==> src/rtl/bit_builder.sv <==
// bit_builder
// -----------
// Sequential word generator: expands a 6-bit position/count and a 2-bit mode
// into a 32-bit word, one bit per clock, and reports the number of 1s built.
//
// Ports
//   clk       in   1   rising-edge clock
//   reset     in   1   synchronous, active-high; clears all state
//   start     in   1   request pulse; accepted when idle (or in the done cycle)
//   type_sel  in   2   mode: 00 low-mask, 01 high-mask, 10 one-hot, 11 clear-below
//   pos       in   6   position/count operand, 0..63
//   base      in  32   source word, used by mode 11 only
//   busy      out  1   high while the word is being built
//   done      out  1   one-cycle pulse when result/ones are complete
//   result    out 32   constructed word (partial while busy)
//   ones      out  6   population count of result, 0..32
module bit_builder (
    input  logic        clk,
    input  logic        reset,
    input  logic        start,
    input  logic [1:0]  type_sel,
    input  logic [5:0]  pos,
    input  logic [31:0] base,
    output logic        busy,
    output logic        done,
    output logic [31:0] result,
    output logic [5:0]  ones
);

    typedef enum logic [1:0] {
        ST_IDLE = 2'd0,
        ST_RUN  = 2'd1,
        ST_DONE = 2'd2
    } state_t;

    state_t      state_q, state_d;
    logic [4:0]  i_q, i_d;
    logic [1:0]  type_q, type_d;
    logic [5:0]  pos_q, pos_d;
    logic [5:0]  p_q, p_d;
    logic [31:0] base_q, base_d;
    logic [31:0] result_q, result_d;
    logic [5:0]  ones_q, ones_d;
    logic        busy_q, busy_d;
    logic        done_q, done_d;

    logic [5:0]  idx_s;
    logic [5:0]  thr_s;
    logic        bit_s;

    // Value of the bit written at index i_q, from the latched operands.
    always_comb begin
        idx_s = {1'b0, i_q};
        thr_s = 6'd32 - p_q;
        bit_s = 1'b0;
        case (type_q)
            2'b00:   bit_s = (idx_s < p_q);
            2'b01:   bit_s = (idx_s >= thr_s);
            // One-hot uses the raw position so pos >= 32 yields an all-zero word.
            2'b10:   bit_s = (idx_s == pos_q);
            2'b11:   bit_s = base_q[i_q] & (idx_s >= p_q);
            default: bit_s = 1'b0;
        endcase
    end

    // Next-state and datapath update for the build sequence.
    always_comb begin
        state_d  = state_q;
        i_d      = i_q;
        type_d   = type_q;
        pos_d    = pos_q;
        p_d      = p_q;
        base_d   = base_q;
        result_d = result_q;
        ones_d   = ones_q;
        case (state_q)
            // The done cycle also accepts a new request, giving a 33-cycle
            // back-to-back turnaround.
            ST_IDLE, ST_DONE: begin
                if (start) begin
                    state_d  = ST_RUN;
                    type_d   = type_sel;
                    pos_d    = pos;
                    p_d      = (pos > 6'd32) ? 6'd32 : pos;
                    base_d   = base;
                    i_d      = 5'd0;
                    result_d = 32'd0;
                    ones_d   = 6'd0;
                end else begin
                    state_d  = ST_IDLE;
                end
            end
            ST_RUN: begin
                result_d[i_q] = bit_s;
                ones_d        = ones_q + {5'd0, bit_s};
                i_d           = i_q + 5'd1;
                if (i_q == 5'd31) begin
                    state_d = ST_DONE;
                end else begin
                    state_d = ST_RUN;
                end
            end
            default: begin
                state_d = ST_IDLE;
            end
        endcase
        busy_d = (state_d == ST_RUN);
        done_d = (state_d == ST_DONE);
    end

    // State, operand and output registers with synchronous reset.
    always_ff @(posedge clk) begin
        if (reset) begin
            state_q  <= ST_IDLE;
            i_q      <= 5'd0;
            type_q   <= 2'd0;
            pos_q    <= 6'd0;
            p_q      <= 6'd0;
            base_q   <= 32'd0;
            result_q <= 32'd0;
            ones_q   <= 6'd0;
            busy_q   <= 1'b0;
            done_q   <= 1'b0;
        end else begin
            state_q  <= state_d;
            i_q      <= i_d;
            type_q   <= type_d;
            pos_q    <= pos_d;
            p_q      <= p_d;
            base_q   <= base_d;
            result_q <= result_d;
            ones_q   <= ones_d;
            busy_q   <= busy_d;
            done_q   <= done_d;
        end
    end

    assign busy   = busy_q;
    assign done   = done_q;
    assign result = result_q;
    assign ones   = ones_q;

endmodule

==> config.mk <==
export PLATFORM = sky130hd
export DESIGN_NAME = bit_builder
export DESIGN_NICKNAME = d
export VERILOG_FILES = /design/src/rtl/bit_builder.sv
export SDC_FILE = /design/constraint.sdc
export NUM_CORES = 1
export LEC_CHECK = 0
export CAP_MARGIN = 10
export CORE_UTILIZATION = 56
export CTS_CLUSTER_SIZE = 24
export DETAILED_ROUTE_END_ITERATION = 7
export PLACE_DENSITY_LB_ADDON = 0.05
export SETUP_SLACK_MARGIN = 0.15
export SLEW_MARGIN = 20
export SYNTH_ARGS = -nofsm -noshare
export SYNTH_HDL_FRONTEND = slang
export SYNTH_SLANG_ARGS = --single-unit
==> constraint.sdc <==
create_clock -name clk -period 4 [get_ports clk]
set_input_delay 1 -clock clk [delete_from_list [all_inputs] [get_ports clk]]
set_output_delay 1 -clock clk [all_outputs]
set_load 0.03 [all_outputs]
== Word level (Yosys, flattened, before mapping) ==
Cells that the tools add are included.
W data, S select, Z words.
Cells by class
  $add $sub $neg: 3
  order comparisons: 6
  eq/ne operators: 10
  multiplexer cells: 16
  bitwise gates (word level): 1
  reductions and logical operators: 7
Operator list (number)
  $pmux W32 S2: 1
  $bwmux W32: 1
  $mux W32: 1
  $ge A5 B6 Y1: 2
  $mux W6: 2
  $pmux W6 S2: 1
  $pmux W5 S2: 1
  $eq A2 B2 Y1 const B: 4
  $add A6 B1 Y6: 1
  $eq A2 B1 Y1 const B: 3
  $eq A5 B6 Y1: 1
  $gt A6 B6 Y1 const B: 1
  $lt A5 B6 Y1: 1
  $lt A5 B6 Y1 const B: 1
  $sub A6 B6 Y6 const A: 1
  $add A5 B1 Y5 const B: 1
  $bmux W1 S5: 1
  $demux W1 S5: 1
  $eq A5 B5 Y1 const B: 1
  $ge A5 B1 Y1 const B: 1
  $mux W5: 1
  $logic_not A2 Y1: 2
  $pmux W1 S4: 1
  $pmux W2 S2: 1
  other kinds (8): 11
Word-level totals
  flip-flop bits (word level): 93
  output and inout bits: 40

== Logic depth before layout (Yosys ltp) ==
  word-level depth: 6
  gate-level depth with buffers: 14

== Least setup slack after synthesis ==
Ideal clock, no wire load.
  path kind: reg2reg
  start point: reg p_q[0]
  end point: reg ones_q[4] (netlist: ones[4])
  setup time: 0.070 ns
  data arrival time: 2.675 ns
  required time: 3.930 ns
  path slack: 1.254 ns
  cell stages (with the launch flop): 15
  buffers on the path: 0
  cell sequence: dfxtp_1 inv_1 ha_1 xor2_1 ha_1 nand2_1 o21ai_0 a31oi_1 o31ai_1 o21a_1 ha_1 ha_1 nand4_1 or2_2 a21oi_1
On the way
  word-level cells in the longest chain between the ends: 5
  elaborated cells between the ends (all ways): 8
  classes of those cells: add/sub: 2; order compare: 3; mux: 2; bitwise: 1
Ends and longest elaborated chain
  start, declared: RTL line 40  | logic [5:0] p_q, p_d;
  start signal, assigned: RTL line 129  | p_q <= p_d;
  $sub A6 B6 Y6 / $ge A5 B6 Y1 (equally long branches): RTL line 54, 61
  $ge A5 B6 Y1 / $and A1 B1 Y1 (equally long branches): RTL line 58, 61
  $pmux W1 S4 *: RTL line 56  | case (type_q)
  $add A6 B1 Y6 *: RTL line 95  | ones_d = ones_q + {5'd0, bit_s};
  $pmux W6 S2 *: RTL line 76  | case (state_q)
  end signal, assigned: RTL line 132  | ones_q <= ones_d;
  end, declared: RTL line 43  | logic [5:0] ones_q, ones_d;
Mark *: on every way between the ends. The rest lies on a longest branch, timed or not.
A chain may end at the register's enable or synchronous reset.

== Worst setup path after layout ==
  start point: reg i_q[0]
  end point: reg ones_q[4] (netlist: ones[4])
On the way
  word-level cells in the longest chain between the ends: 6
  elaborated cells between the ends (all ways): 10
  classes of those cells: add/sub: 1; order compare: 3; eq/ne: 1; mux: 4; bitwise: 1
Ends and longest elaborated chain
  start, declared: RTL line 37  | logic [4:0] i_q, i_d;
  start signal, assigned: RTL line 126  | i_q <= i_d;
  $bmux W1 S5: RTL line 61  | 2'b11: bit_s = base_q[i_q] & (idx_s >= p_q);
  $mux W1 (not written as such): RTL line 61
  $and A1 B1 Y1: RTL line 61
  $pmux W1 S4 *: RTL line 56
  $add A6 B1 Y6 *: RTL line 95
  $pmux W6 S2 *: RTL line 76
Mark *: on every way between the ends. The rest lies on a longest branch, timed or not. The select of a mux whose other input is x is not followed.

==> impl_metrics.yaml <==
clock_network:
  ctsResizeCount: 0
  cts_setup_buffers: 0
  clk_pin_slew_ns: 0.09
  cts.sinks: 93
  cts_buffers: 9
  cts_tree: "done"
  htree_levels: 3
  clock_tree.buffer_depth: 2
  clockRootBuffer: "clkbuf_8"
  hold_buffers: 0
  clk_latency_ns: 0.35
synthesis:
  synth_fa_ha_area_share_pct: 4.91
  synth_compound_gate_area_share_pct: 18.7
  synth.avg_cell_area_um2: 8.42
  synthFlopType: "dfxtp_1"
  synthXorXnorAreaFrac_pct: 1.82
  synth_top_family_by_area: "simple AND/OR/NAND/NOR gates"
  syn_nets: 574
  ys_ff_latch: 93
  async_flop_share_pct: 0
  yosys_warnings: 0
  yosys.area_share.simple_pct: 21.7
  ys_seq_area_share_pct: 43.0
  syn-cell-area_mm2: 0.00433
  synth.distinct_cells: 44
  synth.area.mux_share_pct: 3.93
  syn_inst: 514
  synth_edf_count: 0
layout:
  antennaDiodeCount: 0
  drive_above_1_share_pct: 11.6
  area_growth_pct: 24.7
  fin_util_pct: 73.2
  fin_nets: 640
  design_area_mm2: 0.00540
  stdcell_count: 683
critical_path:
  path_cells: "inv_1, ha_1, nor2b_1, o21ai_0, a31oi_1, o31ai_1, o21a_1, ha_1, ha_1, nand4_1, or2_2, a21oi_1"
  startpoint: "i_q[0]$_SDFFE_PP0P_"
  r2r-start: "i_q[0]$_SDFFE_PP0P_"
  r2r_slack_ns: 0.84
  crit_type: "reg2reg"
  cp_slowest_cell: "dfxtp_1"
  crit_path_start_kind: "flip-flop"
  crit_fanout: 8
  arrival_ns: 3.43
  max_stage_delay_ns: 0.52
  required_ns: 4.28
  r2r-end: "ones[4]$_SDFFE_PP0P_"
  worstRegToRegCells: 12
  cp_common_cell: "ha_1"
  end_kind: "flip-flop"
sta:
  slew_violations: 0
  finalSetupTns_ns: 0
  report.final.setup_viol: 0
  finalCritPeriodShare_pct: 78.9
  skew_ns: 0.00911
  period_minus_slack_ns: 3.16
  hold_violations: 0
  worst_pin_slew_ns: 1.05
  slew_headroom_pct: 29.9
  fmax_ghz: 0.317
  grt_setup_unrepaired: "false"
floorplan:
  die-area_mm2: 0.00809
  core_area_mm2: 0.00737
  fp.dieW_um: 89.9
  start_util_pct: 58.7
  io_pins: 83
  die_h_um: 89.9
  placementRows: 31
power_and_ir_drop:
  peakVddDrop_uv: 231
  leakagePower_nw: 1.96
  cellPowerDensity_mw_per_mm2: 360
  totalPowerFinal_w: 0.00194
run_status:
  outcome: "finished clean"
placement:
  place_congestion: 0.859
  dpl_cell_area_mm2: 0.00516
  placed_cells: 668
  dp_hpwl_mm: 7.12
  portBuffers: 82
detailed_routing:
  drc_errors: 0
  drt_iter0_drc: 210
  via_per_inst: 5.47
  firstDrtPassIters: 4
  vias: 3738
  antenna_left: 0
  finalWirelength_mm: 9.83
  routedWlPerCell_um: 14.4
global_route:
  grt_max_degree: 61
  grt_pass1_wl_mm: 16.7
  grt_pass1_vias: 3554
  overflow: 0
  grt_antenna_before_repair: 0
  grt_usage_pct: 25.4
hold_path:
  holdPathEnd: "base_q[24]$_SDFFE_PP0P_"
  hp-start: "base_q[24]$_SDFFE_PP0P_"
  whs_path_depth: 2
  hp-class: "reg2reg"
job:
  timing.max_cap.violations: 0
==> per-stage QoR <==
stage	hold WS, ns	setup WS, ns
final	0.462	0.844
after CTS	0.464	0.852
after detailed placement	0.449	0.904
after floorplan	0.436	1.25
after global placement	0.445	0.972
after global routing	0.479	0.575
==> sequential cells by signal (all words and copies together) (netlist names), 2 cells and up <==
| name | count |
|---|---|
| base_q | 32 |
| result | 32 |
| p_q | 6 |
| ones | 6 |
| i_q | 5 |
| type_q | 2 |
| pos_q | 6 |
| state_q | 2 |
==> synth_stat cells, types with 4 or more instances <==
library cell	n	area, um2
nand2_1	121	454
dfxtp_1	93	1860
a21oi_1	59	295
nand3_1	38	190
o21ai_2	30	263
clkbuf_1	23	86.3
ha_1	17	213
mux2i_1	17	170
inv_1	13	48.8
nor2_1	11	41.3
a22oi_1	9	67.6
buf_6	7	78.8
buf_1	6	22.5
xor2_1	6	52.6
nand3b_1	5	37.5
and2_1	4	25.0
and3_1	4	25.0
==> how the worst max path moves through the flow <==
stage	end	slack [ns]
after detailed placement	ones[4]$_SDFFE_PP0P_	0.90
after CTS	ones[4]$_SDFFE_PP0P_	0.85
after global placement	result[25]$_SDFFE_PP0P_	0.97
final	ones[4]$_SDFFE_PP0P_	0.84
after floorplan	ones[4]$_SDFFE_PP0P_	1.25
after global routing	ones[4]$_SDFFE_PP0P_	0.58
==> critical path: cells and delay by family, from the launching register on <==
kind	cells	cell delay (ns)
compound gates	5	1.13
fa+ha+maj	3	0.63
simple gates	3	0.55
flops	1	0.52
buf+inv	1	0.24
==> cell type report <==
class                      count  area [um2]
clock buffer                  12         165
clock inverter                 3        67.6
fill                         559        1970
inverter                      13        48.8
multi-input combinational    369        2220
sequential                    93        1860
tap                           99         124
timing repair buffer          94         906
==> power by group <==
part / switching [W] / internal, W / total [W]
combinational: 0.000143 / 0.000104 / 0.000247
clock: 0.000313 / 0.000400 / 0.000713
sequential: 0.0000263 / 0.000957 / 0.000983
total: 0.000482 / 0.00146 / 0.00194
==> kinds of logic (layout without fill, tap and decap cells) <==
group	Yosys count	count (layout)
adders and majority gates	17	17
DFF	93	93
buffers and inverters	52	122
xor gates and xnor gates	9	9
muxes	17	17
AOI/OAI and AO/OA	118	118
and+or+nand+nor	208	208
==> cell usage in the layout (no fill, tap or decap), types with 2 or more instances in the layout <==
cell             count
clkbuf_8            12
nand2b_1             3
inv_1               13
nor3_1               3
and2_1               4
and3b_1              3
o21ai_2             30
nand3_1             38
o21ai_0              2
nor3b_1              3
o21ai_1              3
xor2_1               6
nand3b_1             5
or2_2                3
o31ai_1              2
xnor2_1              3
nor2_1              10
dfxtp_1             93
nand2_1            121
or3_1                2
nand4_1              3
bufinv_16            2
a22oi_1              9
buf_4               12
and3_1               4
ha_1                17
a21oi_1             59
nor2b_1              2
mux2i_1             17
a221oi_2             2
clkdlybuf4s50_1     81
o21a_1               2
==> per-layer routing <==
layer  routed length [um]  up-vias  part of all wire (%)  global-route usage [%]
met1                 4520     1724                    46                    33.9
met2                 4710      103                    48                    41.0
met4                  225        0                   2.3                    11.2
met5                    0        -                     0                       0
met3                  376       21                   3.8                    3.81
li1                     -     1890                     -                       -
Power figures use the tool's default switching activity.
